$ cat src/rtl/div_ctrl_pkg.sv
// Shared definitions for the divide controller: widths, dout field offsets,
// divide-by-zero quotient and FSM state encodings.
package div_ctrl_pkg;
  localparam int DATA_W   = 32;
  localparam int DOUT_W   = 2*DATA_W;
  localparam int QUOT_MSB = DOUT_W-1;
  localparam int QUOT_LSB = DATA_W;
  localparam int REM_MSB  = DATA_W-1;
  localparam int REM_LSB  = 0;

  localparam logic [DATA_W-1:0] DIV0_QUOT = '1;

  typedef enum logic [1:0] {
    ST_IDLE  = 2'd0,
    ST_ISSUE = 2'd1,
    ST_WAIT  = 2'd2,
    ST_DONE  = 2'd3
  } div_state_e;
endpackage

$ cat src/rtl/div_sign_fix.sv
// Conditional two's-complement negate of a value pair: abs() on operands,
// sign restore on quotient/remainder.
module div_sign_fix import div_ctrl_pkg::*; (
  input  logic [DATA_W-1:0] hi_i,
  input  logic [DATA_W-1:0] lo_i,
  input  logic              hi_neg,
  input  logic              lo_neg,
  output logic [DATA_W-1:0] hi_o,
  output logic [DATA_W-1:0] lo_o
);
  assign hi_o = hi_neg ? -hi_i : hi_i;
  assign lo_o = lo_neg ? -lo_i : lo_i;
endmodule

$ cat src/rtl/div_ctrl.sv
// EX-stage divide controller in front of an unsigned AXI-Stream divider IP.
// Optional last-result cache enabled by defining DIV_CACHE_EN.
module div_ctrl import div_ctrl_pkg::*; (
  input  logic              clk,
  input  logic              resetn,
  input  logic              div_req_valid,
  output logic              div_req_ready,
  input  logic              div_signed,
  input  logic [DATA_W-1:0] div_a,
  input  logic [DATA_W-1:0] div_b,
  input  logic              flush,
  output logic              div_busy,
  output logic              res_valid,
  output logic [DATA_W-1:0] res_quot,
  output logic [DATA_W-1:0] res_rem,
  output logic [DATA_W-1:0] dividend_tdata,
  output logic              dividend_tvalid,
  input  logic              dividend_tready,
  output logic [DATA_W-1:0] divisor_tdata,
  output logic              divisor_tvalid,
  input  logic              divisor_tready,
  input  logic [DOUT_W-1:0] dout_tdata,
  input  logic              dout_tvalid
);
  div_state_e state_q, state_d;
  logic kill_q, kill_d, dvd_vld_q, dvd_vld_d, dvs_vld_q, dvs_vld_d;
  logic q_neg_q, q_neg_d, r_neg_q, r_neg_d, res_vld_q, res_vld_d;
  logic [DATA_W-1:0] dvd_data_q, dvd_data_d, dvs_data_q, dvs_data_d;
  logic [DATA_W-1:0] res_quot_q, res_quot_d, res_rem_q, res_rem_d;
  logic [DATA_W-1:0] a_mag, b_mag, q_fix, r_fix;
  logic accept;

  div_sign_fix u_op_fix (
    .hi_i(div_a), .lo_i(div_b),
    .hi_neg(div_signed & div_a[DATA_W-1]), .lo_neg(div_signed & div_b[DATA_W-1]),
    .hi_o(a_mag), .lo_o(b_mag)
  );

  div_sign_fix u_res_fix (
    .hi_i(dout_tdata[QUOT_MSB:QUOT_LSB]), .lo_i(dout_tdata[REM_MSB:REM_LSB]),
    .hi_neg(q_neg_q), .lo_neg(r_neg_q),
    .hi_o(q_fix), .lo_o(r_fix)
  );

`ifdef DIV_CACHE_EN
  logic              c_vld_q, c_vld_d, c_sgn_q, c_sgn_d, op_sgn_q, op_sgn_d;
  logic [DATA_W-1:0] c_a_q, c_a_d, c_b_q, c_b_d, c_q_q, c_q_d, c_r_q, c_r_d;
  logic [DATA_W-1:0] op_a_q, op_a_d, op_b_q, op_b_d;
  logic              cache_hit;
  assign cache_hit = c_vld_q & (c_sgn_q == div_signed) & (c_a_q == div_a) & (c_b_q == div_b);
`endif

  assign accept        = div_req_valid & div_req_ready;
  assign div_req_ready = (state_q == ST_IDLE) & ~flush;
  assign div_busy      = (state_q != ST_IDLE);

  always_comb begin
    state_d    = state_q;
    kill_d     = kill_q;
    dvd_vld_d  = dvd_vld_q;
    dvs_vld_d  = dvs_vld_q;
    dvd_data_d = dvd_data_q;
    dvs_data_d = dvs_data_q;
    q_neg_d    = q_neg_q;
    r_neg_d    = r_neg_q;
    res_vld_d  = 1'b0;
    res_quot_d = res_quot_q;
    res_rem_d  = res_rem_q;
`ifdef DIV_CACHE_EN
    c_vld_d = c_vld_q; c_sgn_d = c_sgn_q; c_a_d = c_a_q; c_b_d = c_b_q;
    c_q_d = c_q_q; c_r_d = c_r_q;
    op_sgn_d = op_sgn_q; op_a_d = op_a_q; op_b_d = op_b_q;
`endif
    case (state_q)
      ST_IDLE: if (accept) begin
        if (div_b == '0) begin
          res_quot_d = DIV0_QUOT;
          res_rem_d  = div_a;
          state_d    = ST_DONE;
`ifdef DIV_CACHE_EN
        end else if (cache_hit) begin
          res_quot_d = c_q_q;
          res_rem_d  = c_r_q;
          state_d    = ST_DONE;
`endif
        end else begin
          dvd_data_d = a_mag;
          dvs_data_d = b_mag;
          dvd_vld_d  = 1'b1;
          dvs_vld_d  = 1'b1;
          q_neg_d    = div_signed & (div_a[DATA_W-1] ^ div_b[DATA_W-1]);
          r_neg_d    = div_signed & div_a[DATA_W-1];
          state_d    = ST_ISSUE;
`ifdef DIV_CACHE_EN
          op_sgn_d = div_signed; op_a_d = div_a; op_b_d = div_b;
`endif
        end
      end
      ST_ISSUE: begin
        // Channels complete independently; a flush cannot retract a pending tvalid.
        dvd_vld_d = dvd_vld_q & ~dividend_tready;
        dvs_vld_d = dvs_vld_q & ~divisor_tready;
        if (flush) kill_d = 1'b1;
        if (!dvd_vld_d && !dvs_vld_d) state_d = ST_WAIT;
      end
      ST_WAIT: begin
        if (flush) kill_d = 1'b1;
        if (dout_tvalid) begin
          kill_d = 1'b0;
          if (kill_q || flush) begin
            state_d = ST_IDLE;
          end else begin
            res_quot_d = q_fix;
            res_rem_d  = r_fix;
            state_d    = ST_DONE;
`ifdef DIV_CACHE_EN
            c_vld_d = 1'b1; c_sgn_d = op_sgn_q; c_a_d = op_a_q; c_b_d = op_b_q;
            c_q_d = q_fix; c_r_d = r_fix;
`endif
          end
        end
      end
      ST_DONE: begin
        res_vld_d = 1'b1;
        state_d   = ST_IDLE;
      end
      default: state_d = ST_IDLE;
    endcase
  end

  always_ff @(posedge clk or negedge resetn) begin
    if (!resetn) begin
      state_q    <= ST_IDLE;
      kill_q     <= 1'b0;
      dvd_vld_q  <= 1'b0;
      dvs_vld_q  <= 1'b0;
      dvd_data_q <= '0;
      dvs_data_q <= '0;
      q_neg_q    <= 1'b0;
      r_neg_q    <= 1'b0;
      res_vld_q  <= 1'b0;
      res_quot_q <= '0;
      res_rem_q  <= '0;
    end else begin
      state_q    <= state_d;
      kill_q     <= kill_d;
      dvd_vld_q  <= dvd_vld_d;
      dvs_vld_q  <= dvs_vld_d;
      dvd_data_q <= dvd_data_d;
      dvs_data_q <= dvs_data_d;
      q_neg_q    <= q_neg_d;
      r_neg_q    <= r_neg_d;
      res_vld_q  <= res_vld_d;
      res_quot_q <= res_quot_d;
      res_rem_q  <= res_rem_d;
    end
  end

`ifdef DIV_CACHE_EN
  always_ff @(posedge clk or negedge resetn) begin
    if (!resetn) begin
      c_vld_q <= 1'b0; c_sgn_q <= 1'b0; c_a_q <= '0; c_b_q <= '0;
      c_q_q <= '0; c_r_q <= '0;
      op_sgn_q <= 1'b0; op_a_q <= '0; op_b_q <= '0;
    end else begin
      c_vld_q <= c_vld_d; c_sgn_q <= c_sgn_d; c_a_q <= c_a_d; c_b_q <= c_b_d;
      c_q_q <= c_q_d; c_r_q <= c_r_d;
      op_sgn_q <= op_sgn_d; op_a_q <= op_a_d; op_b_q <= op_b_d;
    end
  end
`endif

  assign res_valid       = res_vld_q;
  assign res_quot        = res_quot_q;
  assign res_rem         = res_rem_q;
  assign dividend_tdata  = dvd_data_q;
  assign dividend_tvalid = dvd_vld_q;
  assign divisor_tdata   = dvs_data_q;
  assign divisor_tvalid  = dvs_vld_q;
endmodule

$ cat config.mk
export PLATFORM = sky130hd
export DESIGN_NAME = div_ctrl
export DESIGN_NICKNAME = d
export VERILOG_FILES = /design/src/rtl/div_ctrl_pkg.sv /design/src/rtl/div_sign_fix.sv /design/src/rtl/div_ctrl.sv
export SDC_FILE = /design/constraint.sdc
export NUM_CORES = 1
export LEC_CHECK = 0
export ABC_AREA = 0
export BUFFER_PORTS_ARGS = -buffer_cell sky130_fd_sc_hd__buf_2
export CELL_PAD_IN_SITES_DETAIL_PLACEMENT = 1
export CELL_PAD_IN_SITES_GLOBAL_PLACEMENT = 2
export CORE_ASPECT_RATIO = 0.8
export CORE_MARGIN = 1
export CORE_UTILIZATION = 27
export DETAILED_ROUTE_END_ITERATION = 8
export HOLD_SLACK_MARGIN = 0.02
export PLACE_DENSITY_LB_ADDON = 0.1
export SETUP_SLACK_MARGIN = 0.5
export SLEW_MARGIN = 20
export SYNTH_ARGS = -nofsm -noshare
export SYNTH_HDL_FRONTEND = slang
export SYNTH_SLANG_ARGS = --single-unit
$ cat constraint.sdc
create_clock -name clk -period 2.45 [get_ports clk]
set_input_delay 0.1225 -clock clk [delete_from_list [all_inputs] [get_ports clk]]
set_output_delay 0.1225 -clock clk [all_outputs]
set_load 0.05 [all_outputs]
==> summary.md, run 1 <==
| Metric | Value |
|---|---|
| Routed Antenna Nets | 0 |
| Grt total ovfl | 0 |
| DRT Pass-1 Iters | 4 |
| Die extent in x | 198 um |
| Final Hold Viols | 0 |
| Final core occ | 40.6% |
| Synth-to-layout area growth | 46.2% |
| Relative slew slack | 57.9% |
| Syn nets | 1,072 |
| Inserted Clock Buffers | 17 |
| Syn. warnings | 0 |
| Finished Layout Cells | 1,679 |
| Setup-failing EPs final | 0 |
| Pwr per Cell Area | 1330 mW/mm^2 |
| WL final | 33.4 mm |
| Clk sinks | 136 |
| Initial drt markers | 372 |
| Post-route minimum period | 2210 ps |
| Worst slack at placement | -10.5 ps |
| Layout cells sized above 1 | 34.8% |
| Row cnt | 56 |
| Number of global-route vias before repair | 8,279 |
| VDD IR-drop max | 525 uV |
| RSZ-0062 raised after global routing | true |
| Setup WS post-layout | 237 ps |
| Register area share after synthesis | 41.2% |
| Initial Util | 27.8% |
| Crit path kind | register to register |
| Final HPWL DP | 23.6 mm |
| Top_reg_cell synth | dfrtp_1 |
| Post-synth ARST share | 100% |
| Die extent in y | 158 um |
| Port bufs | 268 |
| Worst-path clk slew | 60 ps |
| Mean Syn Cell Area | 8.90 um^2 |
| NumNets Final | 1,402 |
| Clk_lat worst skew | 430 ps |
| Data arrival, critical path | 2520 ps |
| Max Root-Sink Buffers | 2 |
| Data required, critical path | 2750 ps |
| Root buf cell | clkbuf_16 |
| Worst-Margin Slew | 631 ps |
| DIE AREA | 0.0313 mm^2 |
| Initial antenna violation count | 2 |
| Via-per-instance ratio | 5.00 |
| DP Cell Count | 1,588 |
| Largest net degree at the start of global routing | 55 |
| Final slew viol count | 0 |
| Synthesized area | 0.00826 mm^2 |
| Avg WL per Cell | 19.9 um |
| GRT Total Usage | 20.4% |
| Critical path peak fanout | 6 |
| Clock share of power | 17.8% |
| Power Internal | 7920 uW |
| Sw Ratio | 50.5% |
| Drt drc | 0 |
| First-pass GRT wire length | 49.1 mm |
| Flop pwr share | 23.5% |
| EDFF count, synth | 0 |
| CTS tree | done |
| Fin Clk Skew | 12.1 ps |
| Via count | 8,394 |
| Core area | 0.0297 mm^2 |
| I/O pin count | 269 |
| NetSw | 8090 uW |
| Fin crit share | 90.3% |
| Leak pwr | 0.00493 uW |
| Hold WC Path Type | input port to register |
| Comb pwr share | 58.7% |
| Crit. End Element | register |
| RD Place Congestion | 0.794 |
| Status | finished clean |
| Setup crit start kind | register |
| Max cap viols | 0 |
| Cells after Synth | 928 |
| H-tree levels | 4 |
| Seq cells post-synth | 136 |
| Fmax | 452 MHz |
| Synth unique cells | 55 |
per-stage QoR:
stage                     total power (uW)  hold slack (ps)  instance area, um^2  TNS (ps)
after floorplan                      10000             -173                 8430         0
after global placement               12200              158                10400         0
after detailed placement             12300              162                10400     -25.1
after CTS                            15600             21.4                11500         0
after global routing                 17000             26.6                12100         0
final                                16000             33.9                12100         0
final timing paths:
path	startpoint	end	slack (ps)	cells past startpoint
max	state_q[0]	res_rem[16]	240	7
max reg2reg	state_q[0]	res_rem[16]	240	7
min in group asynchronous	resetn	dividend_tdata[11]	230	2
min	div_b[6]	divisor_tdata[6]	30	3
min reg2reg	res_rem[5]	res_rem[5]	470	1
max in group asynchronous	resetn	state_q[1]	1440	3
cell usage in the layout (no fill, tap or decap), types with 14 or more instances in the layout:
master,instances
nand3_1,19
nor2_1,121
nor3_1,17
o21ai_0,31
o31ai_1,30
xnor2_1,39
a31oi_1,41
clkbuf_16,26
or3_1,21
buf_6,15
xor2_1,66
buf_4,37
dfrtp_1,135
a21oi_1,72
nand2_1,50
o41ai_1,20
nor4_1,16
buf_2,267
or4_1,14
dlygate4sd3_1,25
inv_1,21
critical path, cell delays in order, from the launching register on:
cell and delay [ps]:
dfrtp_1 400, inv_2 90, ha_4 130, or3b_4 400, a221oi_4 270, a41o_4 360
buf_12 150, mux2_4 290
kinds of logic after synthesis:
logic type	count (synthesis)	synth area share [%]
and+or+nand+nor	306	18.3
AOI/OAI and AO/OA	268	21.4
DFF	136	41.2
xor gates and xnor gates	105	11.1
buffers and inverters	86	4.32
muxes	19	2.43
adders and majority gates	8	1.21
cell usage after synthesis (all sizes together), types with 5 or more instances:
cell type	instances	area share, %
or4	19	2.0
nand2	52	2.4
xor2	66	7.0
nand4	7	0.53
o211ai	12	1.1
xnor2	39	4.1
a21oi	73	4.4
o31ai	31	2.9
nand3	20	1.2
o41ai	26	3.3
or2	5	0.38
inv	25	1.1
or3	22	1.7
clkbuf	48	2.2
o21ai	45	2.7
buf	13	1.0
mux2	8	1.1
mux2i	11	1.3
dfrtp	136	41
nor4	19	1.5
nor3	17	1.0
ha	8	1.2
o22a	8	0.85
nor2	122	5.5
a21o	5	0.45
a31oi	46	3.5
a211oi	6	0.55
nand2b	6	0.45
power groups by stage:
stage	registers [uW]	logic [uW]	clock network, uW
after floorplan	6980	3020	0
after global placement	3780	8440	0
after detailed placement	3800	8500	0
after CTS	3770	8910	2910
after global routing	3890	10100	3010
final	3760	9410	2850
cell type report:
cell class                 instances  area (um^2)
sequential                       136         3400
multi-input combinational        706         4760
clock inverter                    10          141
inverter                          25          118
clock buffer                      22          494
tap                              406          508
fill                            3520        17600
antenna                            2         5.00
timing repair buffer             372         2640
routing by layer:
metal,global-route usage (%),routed length (um)
met5,0,0
met1,29.4,16600
met3,3.96,1650
met4,4.43,216
met2,31.5,14900
flip-flops by register name, summed over array words and instances (netlist names):
signal / count
kill_q: 1
res_quot: 32
state_q: 2
dividend_tvalid: 1
divisor_tdata: 32
res_rem: 32
r_neg_q: 1
divisor_tvalid: 1
q_neg_q: 1
res_valid: 1
dividend_tdata: 32
repair_timing:
item / 4_1_cts / 5_1_grt
gates cloned: 2 / 10
endpoints found under the setup margin: 123 / 132
hold buffers: 24 / 1
setup buffers: 9 / 11
pin swaps: 3 / 2
gates resized for setup: 21 / 50
hold endpoints to repair: 76 / 1
No activity file was read; power rests on OpenSTA's default activity.
==> run 2, diff against run 1 <==
CORE_MARGIN = 2   (was 1)
TNS_END_PERCENT = 1   (was not set)
==> run 2 against run 1 <==
  * Critical path depth grew 1
  * Maximum frequency shrank 2.0%
  * Global-route usage grew 0.76 points
  * Hold slack gained 3.6 ps
  * Clock power is essentially flat
  * Critical endpoint is now res_rem[22]
  * Worst setup slack lost 46 ps
  * Die area grew 2.3%
  * Sequential power is essentially flat
  * Total power shrank 1.8%
  * Wire length grew 1.5%
  * Core utilization shrank 2.3 points
==> summary.md, run 2 (synthesized netlist as in run 1, its figures left out) <==
| Metric | Value |
|---|---|
| GRT Total Usage | 21.2% |
| Final core occ | 38.3% |
| Setup tns final | 0 ps |
| Grt total ovfl | 0 |
| Hold WC Path Type | input port to register |
| NumNets Final | 1,384 |
| CTS tree | done |
| Post-route minimum period | 2260 ps |
| Avg WL per Cell | 20.3 um |
| Sw Ratio | 51.0% |
| Setup crit start kind | register |
| Post-route cell area | 0.0116 mm^2 |
| Fillers | 3,615 |
| Buf/Inv on CP | 3 |
| FF+latch area | 0.00340 mm^2 |
| Data required, critical path | 2760 ps |
| Max cap viols | 0 |
| Max Root-Sink Buffers | 2 |
| RSZ-0062 raised after global routing | true |
| Comb pwr share | 58.0% |
| Worst-path clk slew | 60 ps |
| RD Place Congestion | 0.848 |
| Final Hold Viols | 0 |
| Most frequent cells in the layout | 267 x buf_2, 136 x dfrtp_1, 122 x nor2_1 |
| Clock share of power | 18.1% |
| DRT Pass-1 Iters | 4 |
| Initial drt markers | 455 |
| Flop pwr share | 23.9% |
| Crit path kind | register to register |
| H-tree levels | 4 |
| Initial antenna violation count | 0 |
| Commonest non-fill, non-tap cell in the layout | buf_2 |
| Fin Clk Skew | 9.02 ps |
| First-pass GRT wire length | 51.9 mm |
| Slowest CP cell | or3b_4 |
| Row cnt | 57 |
| Area of placed instances | 0.0103 mm^2 |
| Via-per-instance ratio | 4.99 |
| Number of global-route vias before repair | 8,547 |
| Final HPWL DP | 24.3 mm |
| WL final | 33.9 mm |
| Routed Antenna Nets | 0 |
| Critical-path cell list | inv_2 > ha_4 > or3b_4 > a221oi_4 > a41o_4 > buf_6 > buf_12 > mux2_4 |
| Drt drc | 0 |
| NetSw | 8030 uW |
| Critical path peak fanout | 5 |
| Relative slew slack | 56.4% |
| I/O pin count | 269 |
| VDD IR-drop max | 497 uV |
| Largest net degree at the start of global routing | 60 |
| Multi-input logic area | 0.00463 mm^2 |
| Die extent in y | 160 um |
| DIE AREA | 0.0320 mm^2 |
| Power Internal | 7700 uW |
| Crit. End Element | register |
| Worst-Margin Slew | 654 ps |
| Data arrival, critical path | 2570 ps |
| Die extent in x | 200 um |
| Setup-failing EPs final | 0 |
| Leak pwr | 0.00475 uW |
| Inserted Clock Buffers | 17 |
| Via count | 8,309 |
| Synth-to-layout area growth | 40.3% |
| Worst path max stage delay | 410 ps |
| Initial Util | 27.3% |
| Status | finished clean |
| Layout cells sized above 1 | 32.0% |
| Clk sinks | 136 |
| Pwr per Cell Area | 1360 mW/mm^2 |
| Root buf cell | clkbuf_16 |
| Final slew viol count | 0 |
| Top delay family on crit path | compound AO/OA/AOI/OAI gates |
| Core area | 0.0302 mm^2 |
| Clk_lat worst skew | 430 ps |
| Fin crit share | 92.2% |
| Port bufs | 268 |
| Fmax | 443 MHz |
| Inserted Diodes | 0 |
[run 2: changes by cell type in the layout (fill, tap and decap cells not counted), moves of 8 or more]
cell       previous run  this run
buf_6                15         5
clkbuf_16            26        18
o21ai_0              31        45
o21ai_1              12         0
[run 2: path summary, 6_finish.rpt]
path	start	endpoint	slack (ps)	depth (start not counted)
worst max-delay path	state_q[0]	res_rem[22]	190	8
worst min-delay path	div_b[30]	divisor_tdata[30]	40	3
worst max register to register	state_q[0]	res_rem[22]	190	8
worst min register to register	res_rem[7]	res_rem[7]	480	1
max in group asynchronous	resetn	res_quot[27]	1480	3
min in group asynchronous	resetn	dividend_tdata[0]	270	2
[run 2: cell type report]
type | count | area share (%)
clock buffers | 18 | 3.71
clock inverters | 14 | 1.70
inverters | 25 | 0.810
multi-input cells | 706 | 39.9
flip-flops and latches | 136 | 29.4
well taps | 413 | 4.46
repair buffers | 354 | 20.0
[run 2: layer usage]
metal | GRT usage [%] | vias up | part of all wire (%)
met5 | 0 | - | 0
met4 | 3.97 | 0 | 0.85
met3 | 3.82 | 16 | 4.6
met2 | 30.8 | 172 | 42
met1 | 32.6 | 4107 | 52
li1 | - | 4014 | -
[run 2: what timing repair did]
action,4_1_cts,5_1_grt
setup buffers,13,2
hold buffers,25,0
hold endpoints to repair,80,0
pin swaps,2,2
cloned,5,1
gates resized for setup,8,7
setup endpoints to repair,128,133
[run 2: power by group through the flow]
stage / clock network, uW / registers [uW] / logic (uW)
2_1_floorplan: 0 / 6980 / 2920
3_3_place_gp: 0 / 3790 / 8420
3_5_place_dp: 0 / 3810 / 8480
4_1_cts: 2940 / 3780 / 9040
5_1_grt: 3030 / 3900 / 9770
6_report: 2850 / 3760 / 9120
[run 2: worst register-to-register path, stage by stage (launching register included)]
cell	delay (ps)
dfrtp_1	390
inv_2	90
ha_4	140
or3b_4	410
a221oi_4	290
a41o_4	310
buf_6	110
buf_12	110
mux2_4	300
[run 2: through the flow]
| step | instances | hold slack [ps] | total power [uW] | worst slack (ps) |
|---|---|---|---|---|
| floorplan | 928 | -173 | 9900 | 299 |
| global placement | 1588 | 179 | 12200 | 87.0 |
| detailed placement | 1588 | 183 | 12300 | 13.4 |
| CTS | 1663 | 20.2 | 15800 | 207 |
| global route | 1666 | 31.7 | 16700 | 88.7 |
| finish | 1666 | 37.4 | 15700 | 191 |
==> run 3, diff against run 2 <==
CORE_UTILIZATION = 28   (was 27)
PLACE_DENSITY = 0.75   (was not set)
PLACE_DENSITY_LB_ADDON = not set   (was 0.1)
SYNTH_HIERARCHICAL = 1   (was not set)
==> run 3 against run 2 <==
  * Combinational power is 2.9% lower
  * Maximum frequency increased by 12%
  * Clock skew up 2.5 ps
  * Worst setup slack improved by 250 ps
  * Register-to-register slack gained 250 ps
  * Highest routed layer is now met5
  * Final cell count shrank 4.7%
  * Area after synthesis up 4.2%
==> summary.md, run 3 <==
| Metric | Value |
|---|---|
| Root buf cell | clkbuf_16 |
| Layout cells sized above 1 | 35.3% |
| EDFF count, synth | 0 |
| Number of global-route vias before repair | 8,170 |
| Critical-path cell list | inv_2 > ha_4 > nor3b_4 > nand2_2 > a221oi_4 > and2_4 > buf_12 > a31oi_1 |
| Buf/Inv on CP | 2 |
| Most frequent cells in the layout | 267 x buf_2, 136 x dfrtp_1, 118 x xnor2_1 |
| NumNets Final | 1,307 |
| FF+latch area | 0.00340 mm^2 |
| Finished Layout Cells | 1,588 |
| Via count | 7,988 |
| Post-synth ARST share | 100% |
| Seq cells post-synth | 136 |
| Final HPWL DP | 22.9 mm |
| Fin Clk Skew | 11.5 ps |
| Slowest CP cell | dfrtp_1 |
| Worst-Margin Slew | 685 ps |
| GRT Total Usage | 19.6% |
| WL final | 31.6 mm |
| Sw Ratio | 51.4% |
| Max Root-Sink Buffers | 2 |
| Setup WS post-layout | 437 ps |
| Comb pwr share | 58.1% |
| Top delay family on crit path | simple AND/OR/NAND/NOR gates |
| CTS tree | done |
| Max cap viols | 0 |
| Multi-input logic area | 0.00480 mm^2 |
| Hold WC Path Type | input port to register |
| RSZ-0062 raised after global routing | true |
| Status | finished clean |
| Worst path max stage delay | 390 ps |
| Inserted Clock Buffers | 17 |
| Final Hold Viols | 0 |
| DIE AREA | 0.0321 mm^2 |
| Clk_lat worst skew | 420 ps |
| Synth top area share | 39.6% |
| Syn nets | 1,022 |
| Data required, critical path | 2710 ps |
| Die extent in y | 161 um |
| Die extent in x | 200 um |
| Via-per-instance ratio | 5.03 |
| Grt total ovfl | 0 |
| Worst-path clk slew | 60 ps |
| Mean Syn Cell Area | 9.80 um^2 |
| Pwr per Cell Area | 1340 mW/mm^2 |
| Leak pwr | 0.00463 uW |
| Initial drt markers | 263 |
| Synth unique cells | 47 |
| Cell taking the most area after synthesis | dfrtp_1 |
| VDD IR-drop max | 791 uV |
| RD Place Congestion | 0.846 |
| Clk sinks | 136 |
| Flop pwr share | 24.7% |
| First-pass GRT wire length | 48.3 mm |
| Crit path kind | register to register |
| Drt drc | 0 |
| Final core occ | 37.5% |
| Largest net degree at the start of global routing | 68 |
| Port bufs | 268 |
| Synth-to-layout area growth | 32.2% |
| Final slew viol count | 0 |
| Setup-failing EPs final | 0 |
| Fmax | 497 MHz |
| Ranking of synthesized cells by area | dfrtp_1 40%, xnor2_1 12%, mux2_2 5.9% |
| Core area | 0.0303 mm^2 |
| Commonest non-fill, non-tap cell in the layout | buf_2 |
| Setup crit start kind | register |
| Data arrival, critical path | 2280 ps |
| Setup tns final | 0 ps |
| Fin crit share | 82.2% |
| Row cnt | 57 |
| Post-route minimum period | 2010 ps |
| Most frequent cells after synthesis | 136 x dfrtp_1, 118 x xnor2_1, 98 x a21oi_1 |
| Critical path peak fanout | 32 |
| Cells after Synth | 877 |
| Clock share of power | 17.1% |
| Power Internal | 7400 uW |
| Initial Util | 28.4% |
| Synthesized area | 0.00860 mm^2 |
| Initial antenna violation count | 2 |
| H-tree levels | 4 |
| Register area share after synthesis | 39.6% |
| DP Cell Count | 1,535 |
| NetSw | 7840 uW |
| Syn. warnings | 6 |
| Worst slack at placement | 67.9 ps |
| Count leader, synth | dfrtp_1 |
| Top_reg_cell synth | dfrtp_1 |
| Avg WL per Cell | 19.9 um |
| Routed Antenna Nets | 0 |
| Relative slew slack | 54.3% |
| I/O pin count | 269 |
| Crit. End Element | register |
| Fillers | 3,558 |
| DRT Pass-1 Iters | 4 |
-- run 3: power groups by stage --
stage | logic, uW | registers (uW) | clock network, uW
detailed placement | 8660 | 3800 | 0
global route | 9400 | 3890 | 2800
CTS | 8900 | 3780 | 2700
floorplan | 3050 | 6910 | 0
finish | 8860 | 3770 | 2610
global placement | 8550 | 3780 | 0
-- run 3: metal layers --
| layer | track usage, % | share of wire (%) | wire length [um] |
|---|---|---|---|
| met3 | 6.22 | 7.4 | 2340 |
| met4 | 3.97 | 0.93 | 294 |
| met2 | 31.1 | 46 | 14400 |
| met5 | 0 | 0.067 | 21 |
| met1 | 26.2 | 46 | 14500 |
-- run 3: worst paths after layout --
path	startpoint	endpoint	slack (ps)	cells past startpoint
min in group asynchronous	resetn	res_quot[13]	280	2
worst max register to register	state_q[0]	res_quot[24]	440	8
worst max-delay path	state_q[0]	res_quot[24]	440	8
worst min register to register	dividend_tdata[28]	dividend_tdata[28]	490	1
max in group asynchronous	resetn	res_rem[5]	1340	3
worst min-delay path	flush	kill_q	50	3
-- run 3: what timing repair did --
action	in CTS	in global routing
hold endpoints to repair	70	0
setup endpoints to repair	131	132
pin swaps	1	1
gates resized for setup	8	2
setup buffers	6	1
gates cloned	1	1
hold buffers	12	0
-- run 3: per-stage QoR --
step | hold WS (ps) | power [uW] | cell area (um^2)
after floorplan | -173 | 9960 | 8610
after global routing | 35.6 | 16100 | 11400
after CTS | 24.0 | 15400 | 11300
after global placement | 179 | 12300 | 10500
after detailed placement | 193 | 12500 | 10500
final | 49.0 | 15200 | 11400
-- run 3: cell type report --
class	instances	area share (%)
multi-input cells	638	42.2
flip-flops and latches	136	29.9
inverters	50	1.65
well taps	413	4.54
clock inverters	8	0.847
repair buffers	319	16.6
clock buffers	23	4.20
diodes	1	0.0220
-- run 3: cells by family (layout without fill, tap and decap cells) --
logic type	Yosys count	after routing	synth area share (%)
and+or+nand+nor	162	162	10.8
adders and majority gates	9	9	1.31
xor gates and xnor gates	121	121	12.3
DFF	136	136	39.6
muxes	97	97	12.2
other	0	1	0
AOI/OAI and AO/OA	249	249	18.2
buffers and inverters	103	400	5.49
-- run 3: worst min-delay path: cells and delay by family --
family                 cells  cell delay [ps]
buffers and inverters      1              140
AOI/OAI and AO/OA          2              170
